`src/rtl/timer_pkg.sv`:
```
// Shared definitions for the countdown timer and its preset editor:
// BCD geometry, digit indices, per-digit limits and editor state encoding.
package timer_pkg;

  localparam int unsigned NUM_DIGITS = 9;
  localparam int unsigned DIGIT_W    = 4;
  localparam int unsigned BCD_W      = NUM_DIGITS * DIGIT_W;
  localparam int unsigned CURSOR_W   = 4;

  localparam int unsigned DIG_MS1 = 0;
  localparam int unsigned DIG_MS2 = 1;
  localparam int unsigned DIG_MS3 = 2;
  localparam int unsigned DIG_S1  = 3;
  localparam int unsigned DIG_S2  = 4;
  localparam int unsigned DIG_M1  = 5;
  localparam int unsigned DIG_M2  = 6;
  localparam int unsigned DIG_H1  = 7;
  localparam int unsigned DIG_H2  = 8;

  typedef enum logic [1:0] {
    ST_IDLE   = 2'd0,
    ST_EDIT   = 2'd1,
    ST_COMMIT = 2'd2
  } state_e;

  // Tens-of-seconds and tens-of-minutes digits roll over at 5; all others at 9.
  function automatic logic [DIGIT_W-1:0] digit_max(input logic [CURSOR_W-1:0] k);
    if (k == CURSOR_W'(DIG_S2) || k == CURSOR_W'(DIG_M2)) return DIGIT_W'(5);
    return DIGIT_W'(9);
  endfunction

endpackage

```
`src/rtl/bcd_digit_step.sv`:
```
// Single BCD digit increment/decrement with wrap inside [0, max]; up wins over down.
module bcd_digit_step
  import timer_pkg::*;
(
  input  logic [DIGIT_W-1:0] digit,
  input  logic [DIGIT_W-1:0] max,
  input  logic               up,
  input  logic               down,
  output logic [DIGIT_W-1:0] next_c
);

  always_comb begin
    next_c = digit;
    if (up) begin
      next_c = (digit == max) ? DIGIT_W'(0) : digit + DIGIT_W'(1);
    end else if (down) begin
      next_c = (digit == DIGIT_W'(0)) ? max : digit - DIGIT_W'(1);
    end
  end

endmodule

```
`src/rtl/timer_preset_editor.sv`:
```
// Button-driven hh:mm:ss.mmm preset editor with cursor blink mask and a
// valid/ready load handshake toward the countdown timer.
module timer_preset_editor
  import timer_pkg::*;
#(
  parameter int unsigned BLINK_HALF = 50_000_000
) (
  input  logic                  clk_i,
  input  logic                  reset,
  input  logic                  btn_l_i,
  input  logic                  btn_r_i,
  input  logic                  btn_u_i,
  input  logic                  btn_d_i,
  input  logic                  btn_c_i,
  input  logic                  load_ready_i,
  output logic [BCD_W-1:0]      preset_o,
  output logic                  load_valid_o,
  output logic                  editing_o,
  output logic [NUM_DIGITS-1:0] blink_mask_o
);

  localparam int unsigned CNT_W = (BLINK_HALF > 1) ? $clog2(BLINK_HALF) : 1;
  localparam logic [CURSOR_W-1:0] CURSOR_HOME = CURSOR_W'(DIG_S1);

  state_e                state_q, state_d;
  logic [BCD_W-1:0]      preset_d;
  logic [CURSOR_W-1:0]   cursor_q, cursor_d;
  logic [CNT_W-1:0]      cnt_q, cnt_d;
  logic                  phase_q, phase_d;
  logic                  valid_d;
  logic                  editing_d;
  logic [NUM_DIGITS-1:0] mask_d;

  logic [DIGIT_W-1:0]    cur_digit_c;
  logic [DIGIT_W-1:0]    step_digit_c;
  logic [5:0]            digit_lsb_c;

  assign digit_lsb_c = {cursor_q, 2'b00};
  assign cur_digit_c = preset_o[digit_lsb_c +: DIGIT_W];

  bcd_digit_step u_step (
    .digit  (cur_digit_c),
    .max    (digit_max(cursor_q)),
    .up     (btn_u_i),
    .down   (btn_d_i),
    .next_c (step_digit_c)
  );

  always_ff @(posedge clk_i) begin
    if (reset) begin
      state_q      <= ST_IDLE;
      preset_o     <= '0;
      cursor_q     <= CURSOR_HOME;
      cnt_q        <= '0;
      phase_q      <= 1'b0;
      load_valid_o <= 1'b0;
      editing_o    <= 1'b0;
      blink_mask_o <= '0;
    end else begin
      state_q      <= state_d;
      preset_o     <= preset_d;
      cursor_q     <= cursor_d;
      cnt_q        <= cnt_d;
      phase_q      <= phase_d;
      load_valid_o <= valid_d;
      editing_o    <= editing_d;
      blink_mask_o <= mask_d;
    end
  end

  always_comb begin
    state_d   = state_q;
    preset_d  = preset_o;
    cursor_d  = cursor_q;
    cnt_d     = '0;
    phase_d   = 1'b0;
    valid_d   = 1'b0;
    editing_d = 1'b0;
    mask_d    = '0;

    unique case (state_q)
      ST_IDLE: begin
        if (btn_c_i) begin
          state_d  = ST_EDIT;
          cursor_d = CURSOR_HOME;
        end
      end

      ST_EDIT: begin
        // Free-running blink, overridden below when the user acts on a digit.
        if (cnt_q == CNT_W'(BLINK_HALF - 1)) begin
          cnt_d   = '0;
          phase_d = ~phase_q;
        end else begin
          cnt_d   = cnt_q + CNT_W'(1);
          phase_d = phase_q;
        end

        if (btn_c_i) begin
          if (preset_o != '0) begin
            state_d = ST_COMMIT;
            valid_d = 1'b1;
          end
        end else if (btn_u_i || btn_d_i) begin
          preset_d[digit_lsb_c +: DIGIT_W] = step_digit_c;
          cnt_d   = '0;
          phase_d = 1'b0;
        end else if (btn_l_i) begin
          cursor_d = (cursor_q == CURSOR_W'(DIG_H2)) ? CURSOR_W'(DIG_MS1)
                                                     : cursor_q + CURSOR_W'(1);
          cnt_d   = '0;
          phase_d = 1'b0;
        end else if (btn_r_i) begin
          cursor_d = (cursor_q == CURSOR_W'(DIG_MS1)) ? CURSOR_W'(DIG_H2)
                                                      : cursor_q - CURSOR_W'(1);
          cnt_d   = '0;
          phase_d = 1'b0;
        end
      end

      ST_COMMIT: begin
        if (load_ready_i) begin
          state_d = ST_IDLE;
        end else begin
          valid_d = 1'b1;
        end
      end

      default: begin
        state_d = ST_IDLE;
      end
    endcase

    editing_d = (state_d == ST_EDIT);
    if (state_d == ST_EDIT && phase_d) begin
      mask_d = NUM_DIGITS'(1) << cursor_d;
    end
  end

endmodule

```
`config.mk`:
```
export PLATFORM = sky130hd
export DESIGN_NAME = timer_preset_editor
export DESIGN_NICKNAME = d
export VERILOG_FILES = /design/src/rtl/timer_pkg.sv /design/src/rtl/bcd_digit_step.sv /design/src/rtl/timer_preset_editor.sv
export SDC_FILE = /design/constraint.sdc
export NUM_CORES = 1
export LEC_CHECK = 0
export ABC_CLOCK_PERIOD_IN_PS = 4200
export CORE_ASPECT_RATIO = 0.75
export CORE_UTILIZATION = 50
export CTS_CLUSTER_SIZE = 8
export DETAILED_ROUTE_END_ITERATION = 8
export GPL_TIMING_DRIVEN = 0
export PLACE_DENSITY = 0.83
export SYNTH_ARGS = -nofsm -noshare
export SYNTH_HDL_FRONTEND = slang
export SYNTH_SLANG_ARGS = --single-unit
```
`constraint.sdc`:
```
create_clock -name clk_i -period 4.2 [get_ports clk_i]
set_clock_uncertainty 0.05 [all_clocks]
set_input_delay 0.63 -clock clk_i [delete_from_list [all_inputs] [get_ports clk_i]]
set_output_delay 0.63 -clock clk_i [all_outputs]
set_load 0.02 [all_outputs]
```
Yosys cells after proc, flatten, opt, wreduce, memory -nomap -nowiden
Index checks and enable logic that the tools add are counted.
W data, S select, Z words.
{"block": "classes", "addsub": 6, "mul": 0, "div_mod_pow": 0, "magnitude_cmp": 0, "eq_ne": 8, "n_shift": 4, "n_mux": 36, "bitwise": 4, "reduce_logical": 10}
{"cell": "$mux W26", "count": 5}
{"cell": "$mux W4", "count": 13}
{"cell": "$bwmux W36", "count": 1}
{"cell": "$reduce_bool A36 Y1", "count": 1}
{"cell": "$shift A4 B8 Y36 const A", "count": 1}
{"cell": "$shiftx A36 B7 Y4", "count": 1}
{"cell": "$shiftx A4 B8 Y36", "count": 1}
{"cell": "$add A26 B1 Y26 const B", "count": 1}
{"cell": "$eq A26 B26 Y1 const B", "count": 1}
{"cell": "$mux W1", "count": 10}
{"cell": "$shl A1 B4 Y9 const A", "count": 1}
{"cell": "$add A4 B1 Y4 const B", "count": 2}
{"cell": "$eq A4 B3 Y1 const B", "count": 2}
{"cell": "$logic_not A4 Y1", "count": 2}
{"cell": "$mux W2", "count": 4}
{"cell": "$neg A6 Y8", "count": 1}
{"cell": "$pmux W4 S2", "count": 1}
{"cell": "$sub A4 B1 Y4 const B", "count": 2}
{"cell": "$pmux W2 S3", "count": 1}
{"cell": "$eq A2 B1 Y1 const B", "count": 2}
{"cell": "$eq A4 B4 Y1", "count": 1}
{"cell": "$eq A4 B4 Y1 const B", "count": 1}
{"cell": "$not A1 Y1", "count": 4}
{"cell": "$reduce_or A2 Y1", "count": 2}
{"cell": "6 further kinds", "count": 7}
{"block": "word_totals", "register_bits": 80, "latch_bits": 0, "ram_bits": 0, "rom_bits": 0, "input_bits": 8, "output_inout_bits": 47, "mem_count": 0}

Logic depth before layout (Yosys ltp)
Gate-level depths: netlist (run 1).
{"block": "logic_depth", "ltp_word": 10, "depth_mapped": 13, "depth_no_buf": 11}

Hierarchy
A second synthesis (run 1) with hierarchy kept.
{"block": "unflattened", "hier_cells": 509, "hier_area_um2": 4491.8}
{"mod": "timer_preset_editor", "n_inst": 1, "cells_per_inst": 471, "area_per_inst_um2": 4194.0}
{"mod": "bcd_digit_step", "n_inst": 1, "cells_per_inst": 38, "area_per_inst_um2": 297.8}

Worst setup path after synthesis (run 1)
OpenSTA, ideal clock, no wires.
{"block": "synth_timing", "kind": "flip-flop to flip-flop", "start": "reg cursor_q[0]", "end": "reg preset_o[21]", "arrival_time_ns": 2.920, "required_ns": 4.054, "slack_ns": 1.134, "path_stages_with_launch": 12, "path_buffers": 2, "path_cell_list": "dfxtp_1 > buf_6 > mux2_1 > a222oi_1 > and2_1 > clkbuf_1 > ha_1 > and2_1 > a31oi_1 > o22ai_1 > or3_4 > o41ai_2"}
{"block": "synth_between", "elab_chain_len": 9}
{"item": "start, declared", "line": "timer_preset_editor.sv:27", "rtl": "logic [CURSOR_W-1:0] cursor_q, cursor_d;"}
{"item": "start signal, assigned", "line": "timer_preset_editor.sv:62", "rtl": "cursor_q <= cursor_d;"}
{"item": "branches (longest 8 deep; another with $sub A4 B1 Y4)"}
{"item": "$bwmux W36 *", "line": "timer_preset_editor.sv:105", "rtl": "preset_d[digit_lsb_c +: DIGIT_W] = step_digit_c;"}
{"item": "end signal, assigned", "line": "timer_preset_editor.sv:61", "rtl": "preset_o <= preset_d;"}
{"item": "end, declared", "line": "timer_preset_editor.sv:16", "rtl": "output logic [BCD_W-1:0] preset_o,"}
Every way passes the cells marked *.
A chain may end at the register's enable or synchronous reset.

Worst setup path after layout (run 1)
{"block": "layout_timing", "start": "reg cursor_q[0]", "end": "reg preset_o[5]"}
The elaborated chain is that of the path after synthesis.

==> out/qor.yml, run 1 <==
clocking:
  clk_pin_slew_worst_paths_ns: 0.06
  cts-resized-gates: 0
  cts.path.max_buffers: 2
  clock-sinks: 80
  clk_latency_ns: 0.33
  cts-root-buf: "clkbuf_16"
  cts_tree: "yes"
  hold_buffers: 0
  htree_levels: 3
  cts_buffers: 9
  post_cts_buffers: 0
cells_and_area:
  fin_nets: 574
  diodes: 0
  drive_gt1_share_pct: 8.45
  layout.cells.non_filler: 661
  stdcell_area_um2: 5240
  areaGrowthSynthToFinish_pct: 21.5
synth:
  ys_warn_count: 0
  ys.flop_type: "dfxtp_1"
  yosysTopAreaCellShare_pct: 37.1
  synthCells: 488
  syn-cell-area_um2: 4320
  ys_ff_latch: 80
  synth_cell_types: 61
  synth_edf_count: 0
  syn_avg_cell_area_um2: 8.85
  seq_area_frac_synth_pct: 37.1
  syn_nets: 511
  ys_async_sr_fraction_pct: 0
  synth_area_leaders: "dfxtp_1 37%, nor2_1 5.0%, ha_1 4.3%"
  synth_top_area_cell: "dfxtp_1"
timing:
  rsz0062_at_grt: "no"
  setup_slack_ns: 0.570
  fin_crit_ns: 3.63
  clock.fmax_mhz: 275
  finalSetupTns_ns: 0
  hold_viol_final: 0
  period_share_pct: 86.4
  maxSlewHeadroom_pct: 31.7
  maxSlewViolCount: 0
  finalSetupViolCount: 0
  worstMarginPinSlew_ns: 1.02
routing:
  vias_per_cell: 6.04
  avgRoutedWirePerCell_um: 18.2
  drt_wl_total_um: 12000
  drt_iter0_drc: 334
  drc: 0
  drt-pass1-iter-count: 6
  ant_nets: 0
  vias: 3993
worst_setup_path:
  cp_max_fo: 10
  worst-setup-path-type: "flip-flop to flip-flop"
  end_kind: "flip-flop"
  critPathLaunchType: "flip-flop"
  required_ns: 4.39
  crit_arrival_ns: 3.82
placement:
  portBuffers: 52
  dpl_cell_area_um2: 4970
  placed_cells: 645
  dpl.hpwl_um: 8660
  place_ws_ns: 0.653
  finalWeightedCongestion: 0.928
power_and_ir_drop:
  power.leakage_nw: 1.87
  vdd_drop_max_uv: 189
  p_per_area_nw_per_um2: 310
floorplan:
  io_pins: 55
  start_util_pct: 53.1
  core-area_um2: 8130
  fp.dieH_um: 82.5
  rows: 28
  die_w_um: 109
  dieArea_um2: 9010
status:
  outcome: "finished, final reports clean"
global_routing:
  grt_max_degree: 14
  overflow: 0
  gr-usage-all-layers_pct: 27.8
  antenna_found_initial: 0
  grt_pass1_vias: 3663
  grt_pass1_wl_um: 18700
run:
  drv_cap: 0
min_path:
  hold_class: "flip-flop to flip-flop"
[placed cells by master (no fill, tap or decap), drive strengths merged, types with 5 or more instances in the layout]
cell type,n
nor2,58
a211oi,5
o21ai,17
o31ai,7
clkbuf,28
nand3b,20
nand3,20
xnor2,15
a31oi,5
o22ai,5
nor4,13
a21oi,15
mux2,7
and3,11
nor3b,7
ha,15
and2,6
clkdlybuf4s50,52
nand4,8
or3,14
mux4,5
dfxtp,80
xor2,13
mux2i,7
inv,11
nand2b,13
nor3,17
nand2,29
nor2b,7
[flip-flops by register name, summed over array words and instances, names as in the netlist]
name,cells
blink_mask_o,9
preset_o,36
cnt_q,26
load_valid_o,1
state_q,2
phase_q,1
cursor_q,4
editing_o,1
[cells in the mapped netlist (all sizes together), types with 4 or more instances]
master	n
nor3	17
a21oi	15
a211oi	5
nand4	8
o21ai	17
nand3	20
a31oi	5
o41ai	4
and2	6
nor3b	7
ha	15
nand2	29
nand2b	13
dfxtp	80
nand3b	20
xor2	13
nor2b	7
mux2	7
inv	11
and3	11
mux2i	7
buf	4
nor2	58
clkbuf	17
or2	4
or3	14
o22ai	5
nor4	13
xnor2	15
o31ai	7
mux4	5
[per-layer routing]
layer  global-route usage, %  part of all wire (%)  up-vias
met5                       0                     0        -
met4                    8.00                   1.7        0
met3                    8.01                   9.6       24
met2                    43.7                    46      178
met1                    37.3                    43     1899
li1                        -                     -     1892
[worst paths after layout]
kind                     from  slack [ns]  cells past startpoint     endpoint
setup / recovery  cursor_q[0]        0.57                     11  preset_o[5]
hold / removal       cnt_q[0]        0.43                      1     cnt_q[0]
setup reg to reg  cursor_q[0]        0.57                     11  preset_o[5]
hold reg to reg      cnt_q[0]        0.43                      1     cnt_q[0]
[power by group]
part	internal (mW)	switching, mW	total [mW]	leakage, nW
combinational	0.0456	0.0837	0.129	1.10
sequential	0.764	0.00464	0.768	0.645
clock	0.414	0.315	0.729	0.128
[critical path, cell delays in order, from the launching register on]
cell and delay, ns:
dfxtp_1 0.56, buf_6 0.24, mux2_1 0.37, a222oi_1 0.42, and2_1 0.19, clkbuf_1 0.24, ha_1 0.28, and2_1 0.15
a31oi_1 0.14, o22ai_1 0.13, or3_4 0.45, o41ai_2 0.31
[layout make-up]
type,count,area (um^2)
Buffer,21,96.3
Multi-Input combinational cell,376,2580
Tap cell,105,131
Clock buffer,11,243
Timing Repair Buffer,52,520
Fill cell,665,2880
Sequential cell,80,1600
Clock inverter,5,32.5
Inverter,11,41.3
[kinds of logic (layout without fill, tap and decap cells)]
logic type                 count (synthesis)  after routing  synth area share, %
AOI/OAI and AO/OA                         78             78                 13.4
buffers and inverters                     32            100                 3.19
DFF                                       80             80                 37.1
adders and majority gates                 15             15                 4.35
xor gates and xnor gates                  28             28                 5.68
and+or+nand+nor                          236            236                 30.0
muxes                                     19             19                 6.23
[through the flow]
step	util (%)	hold WS (ns)	total power, mW
floorplan	-	0.392	0.868
global placement	61.1	0.409	0.907
detailed placement	61.1	0.424	0.911
CTS	64.5	0.438	1.62
global route	64.5	0.480	1.67
finish	64.5	0.428	1.63
Power figures use the tool's default switching activity.
==> run 2: changes to the inputs <==
--- a/config.mk
+++ b/config.mk
@@ -7,11 +7,12 @@
 export LEC_CHECK = 0
 export ABC_CLOCK_PERIOD_IN_PS = 4200
 export CORE_ASPECT_RATIO = 0.75
-export CORE_UTILIZATION = 50
+export CORE_UTILIZATION = 45
 export CTS_CLUSTER_SIZE = 8
 export DETAILED_ROUTE_END_ITERATION = 8
 export GPL_TIMING_DRIVEN = 0
-export PLACE_DENSITY = 0.83
+export PLACE_DENSITY = 0.77
+export SETUP_SLACK_MARGIN = 0.15
 export SYNTH_ARGS = -nofsm -noshare
 export SYNTH_HDL_FRONTEND = slang
 export SYNTH_SLANG_ARGS = --single-unit
==> out/qor.yml, run 2 (same netlist as run 1, synthesis figures left out) <==
status:
  outcome: "finished, final reports clean"  # unchanged
timing:
  finalSetupViolCount: 0  # unchanged
  fin_crit_ns: 3.67  # was 3.63 ns
  maxSlewHeadroom_pct: 31.0  # was 31.7%
  finalSetupTns_ns: 0  # unchanged
  maxSlewViolCount: 0  # unchanged
  clock.fmax_mhz: 272  # was 275 MHz
  rsz0062_at_grt: "no"  # unchanged
  worstMarginPinSlew_ns: 1.03  # was 1.02 ns
  period_share_pct: 87.4  # was 86.4%
  hold_viol_final: 0  # unchanged
worst_setup_path:
  worstRegToRegCells: 12  # was 11
  cp_max_fo: 10  # unchanged
  worst_r2r_endpoint: "preset_o[21]"  # was preset_o[5]
  regToRegSetupSlack_ns: 0.53  # was 0.57 ns
  required_ns: 4.39  # about the same
  worst-setup-path-type: "flip-flop to flip-flop"  # unchanged
  critPathLaunchType: "flip-flop"  # unchanged
  slowest_delay_ns: 0.49  # was 0.56 ns
  critPathMostFrequentCell: "clkbuf_1"  # was and2_1
  crit_chain: "clkbuf_1 -> mux4_1 -> nand2_1 -> and4_1 -> clkbuf_1 -> inv_1 -> ha_1 -> and2_1 -> nand4_1 -> mux2i_1 -> or3_4 -> o41ai_2"  # was buf_6 -> mux2_1 -> a222oi_1 -> and2_1 -> clkbuf_1 -> ha_1 -> and2_1 -> a31oi_1 -> o22ai_1 -> or3_4 -> o41ai_2
  crit_path_top_delay_cell: "dfxtp_1"  # unchanged
  end_kind: "flip-flop"  # unchanged
  crit_arrival_ns: 3.86  # was 3.82 ns
  timing.rr.start: "cursor_q[1]"  # was cursor_q[0]
routing:
  vias_per_cell: 5.76  # was 6.04
  drt-pass1-iter-count: 7  # was 6
  ant_nets: 0  # unchanged
  avgRoutedWirePerCell_um: 17.0  # was 18.2 um
  routedLengthMet1_um: 5380  # was 5190 um
  maxUsedRoutingLayer: "met4"  # unchanged
  drt_wl_total_um: 11600  # was 12000 um
  wl_met2_um: 5210  # was 5460 um
  vias: 3943  # was 3993
  drt_iter0_drc: 313  # was 334
  met3_length_um: 933  # was 1150 um
  drc: 0  # unchanged
cells_and_area:
  fin_nets: 574  # unchanged
  layout_common_cells: "80 x dfxtp_1, 58 x nor2_1, 52 x clkdlybuf4s50_1, 29 x nand2_1"  # unchanged
  stdcell_area_um2: 5280  # was 5240 um^2
  drive_gt1_share_pct: 8.63  # was 8.45%
  regMostFlops: "preset_o"  # unchanged
  diodes: 0  # unchanged
  largest_reg_flops: 36  # unchanged
  mostFrequentLayoutCell: "dfxtp_1"  # unchanged
  reg_top3: "preset_o x36, cnt_q x26, blink_mask_o x9"  # unchanged
  areaGrowthSynthToFinish_pct: 22.2  # was 21.5%
floorplan:
  dieArea_um2: 9990  # was 9010 um^2
  fp.dieH_um: 86.8  # was 82.5 um
  rows: 30  # was 28
  core-area_um2: 9200  # was 8130 um^2
  start_util_pct: 46.9  # was 53.1%
  io_pins: 55  # unchanged
  die_w_um: 115  # was 109 um
global_routing:
  grt_pass1_vias: 3613  # was 3663
  grt_max_degree: 16  # was 14
  gr-usage-all-layers_pct: 24.3  # was 27.8%
  grt_pass1_wl_um: 18600  # was 18700 um
  antenna_found_initial: 0  # unchanged
  overflow: 0  # unchanged
clocking:
  cts-resized-gates: 0  # unchanged
  clock-sinks: 80  # unchanged
  post_cts_buffers: 0  # unchanged
  hold_buffers: 0  # unchanged
  clk_latency_ns: 0.34  # was 0.33 ns
  cts_buffers: 9  # unchanged
  htree_levels: 3  # unchanged
  cts_tree: "yes"  # unchanged
  cts-root-buf: "clkbuf_16"  # unchanged
  clk_pin_slew_worst_paths_ns: 0.06  # about the same
  cts.path.max_buffers: 2  # unchanged
power_and_ir_drop:
  power.leakage_nw: 1.89  # was 1.87 nW
  vdd_drop_max_uv: 151  # was 189 uV
  p_per_area_nw_per_um2: 310  # about the same
min_path:
  min-delay-start: "cnt_q[0]"  # unchanged
  hold_class: "flip-flop to flip-flop"  # unchanged
  hold_end: "cnt_q[0]"  # unchanged
  whs_path_depth: 1  # unchanged
placement:
  portBuffers: 52  # unchanged
  finalWeightedCongestion: 0.890  # was 0.928
  dpl_cell_area_um2: 5000  # was 4970 um^2
  dpl.hpwl_um: 8570  # was 8660 um
run:
  drv_cap: 0  # unchanged
==> run 2: worst max path at each step <==
stage / start / endpoint / slack [ns] / depth (start not counted)
6_report: cursor_q[1] / preset_o[21] / 0.53 / 12
5_1_grt: cursor_q[1] / preset_o[21] / 0.35 / 11
4_1_cts: cursor_q[1] / preset_o[21] / 0.60 / 12
3_5_place_dp: cursor_q[1] / preset_o[21] / 0.64 / 12
3_3_place_gp: cursor_q[0] / preset_o[13] / 0.70 / 11
2_1_floorplan: cursor_q[0] / preset_o[21] / 1.13 / 11
==> run 2: routing by layer <==
| metal | vias to the layer above | global-route usage (%) |
|---|---|---|
| met5 | - | 0 |
| met4 | 0 | 6.73 |
| met3 | 14 | 5.73 |
| met2 | 151 | 37.5 |
| met1 | 1881 | 33.9 |
| li1 | 1897 | - |
==> run 2: through the flow <==
step	cells	worst slack [ns]	power, mW	hold slack [ns]	util (%)
floorplan	488	1.13	0.868	0.392	-
global placement	668	0.703	0.907	0.408	54.3
detailed placement	668	0.637	0.911	0.424	54.3
CTS	684	0.602	1.64	0.440	57.4
global route	684	0.346	1.68	0.467	57.4
finish	684	0.529	1.64	0.442	57.4
==> run 2: area by class of cell <==
cell class	count	area (um^2)
multi-input cells	376	2580
plain buffers	21	96.3
repair buffers	52	520
clock inverters	7	53.8
clock buffers	9	225
fillers	794	3920
inverters	11	41.3
flip-flops and latches	80	1600
well taps	128	160
==> run 2: worst max-delay path: cells and delay by family, from the launching register on <==
kind | cells | cell delay [ns]
multiplexers | 2 | 0.55
flip-flops | 1 | 0.49
buffers and inverters | 3 | 0.88
adder cells (fa/ha/maj) | 1 | 0.24
AND/OR/NAND/NOR | 5 | 1.02
AO/OA/AOI/OAI | 1 | 0.33
==> run 2: where the power goes <==
group | total [mW] | internal (mW) | switching (mW)
Sequential | 0.768 | 0.763 | 0.00455
Combinational | 0.129 | 0.0456 | 0.0839
Clock | 0.741 | 0.406 | 0.334
Total | 1.64 | 1.22 | 0.423
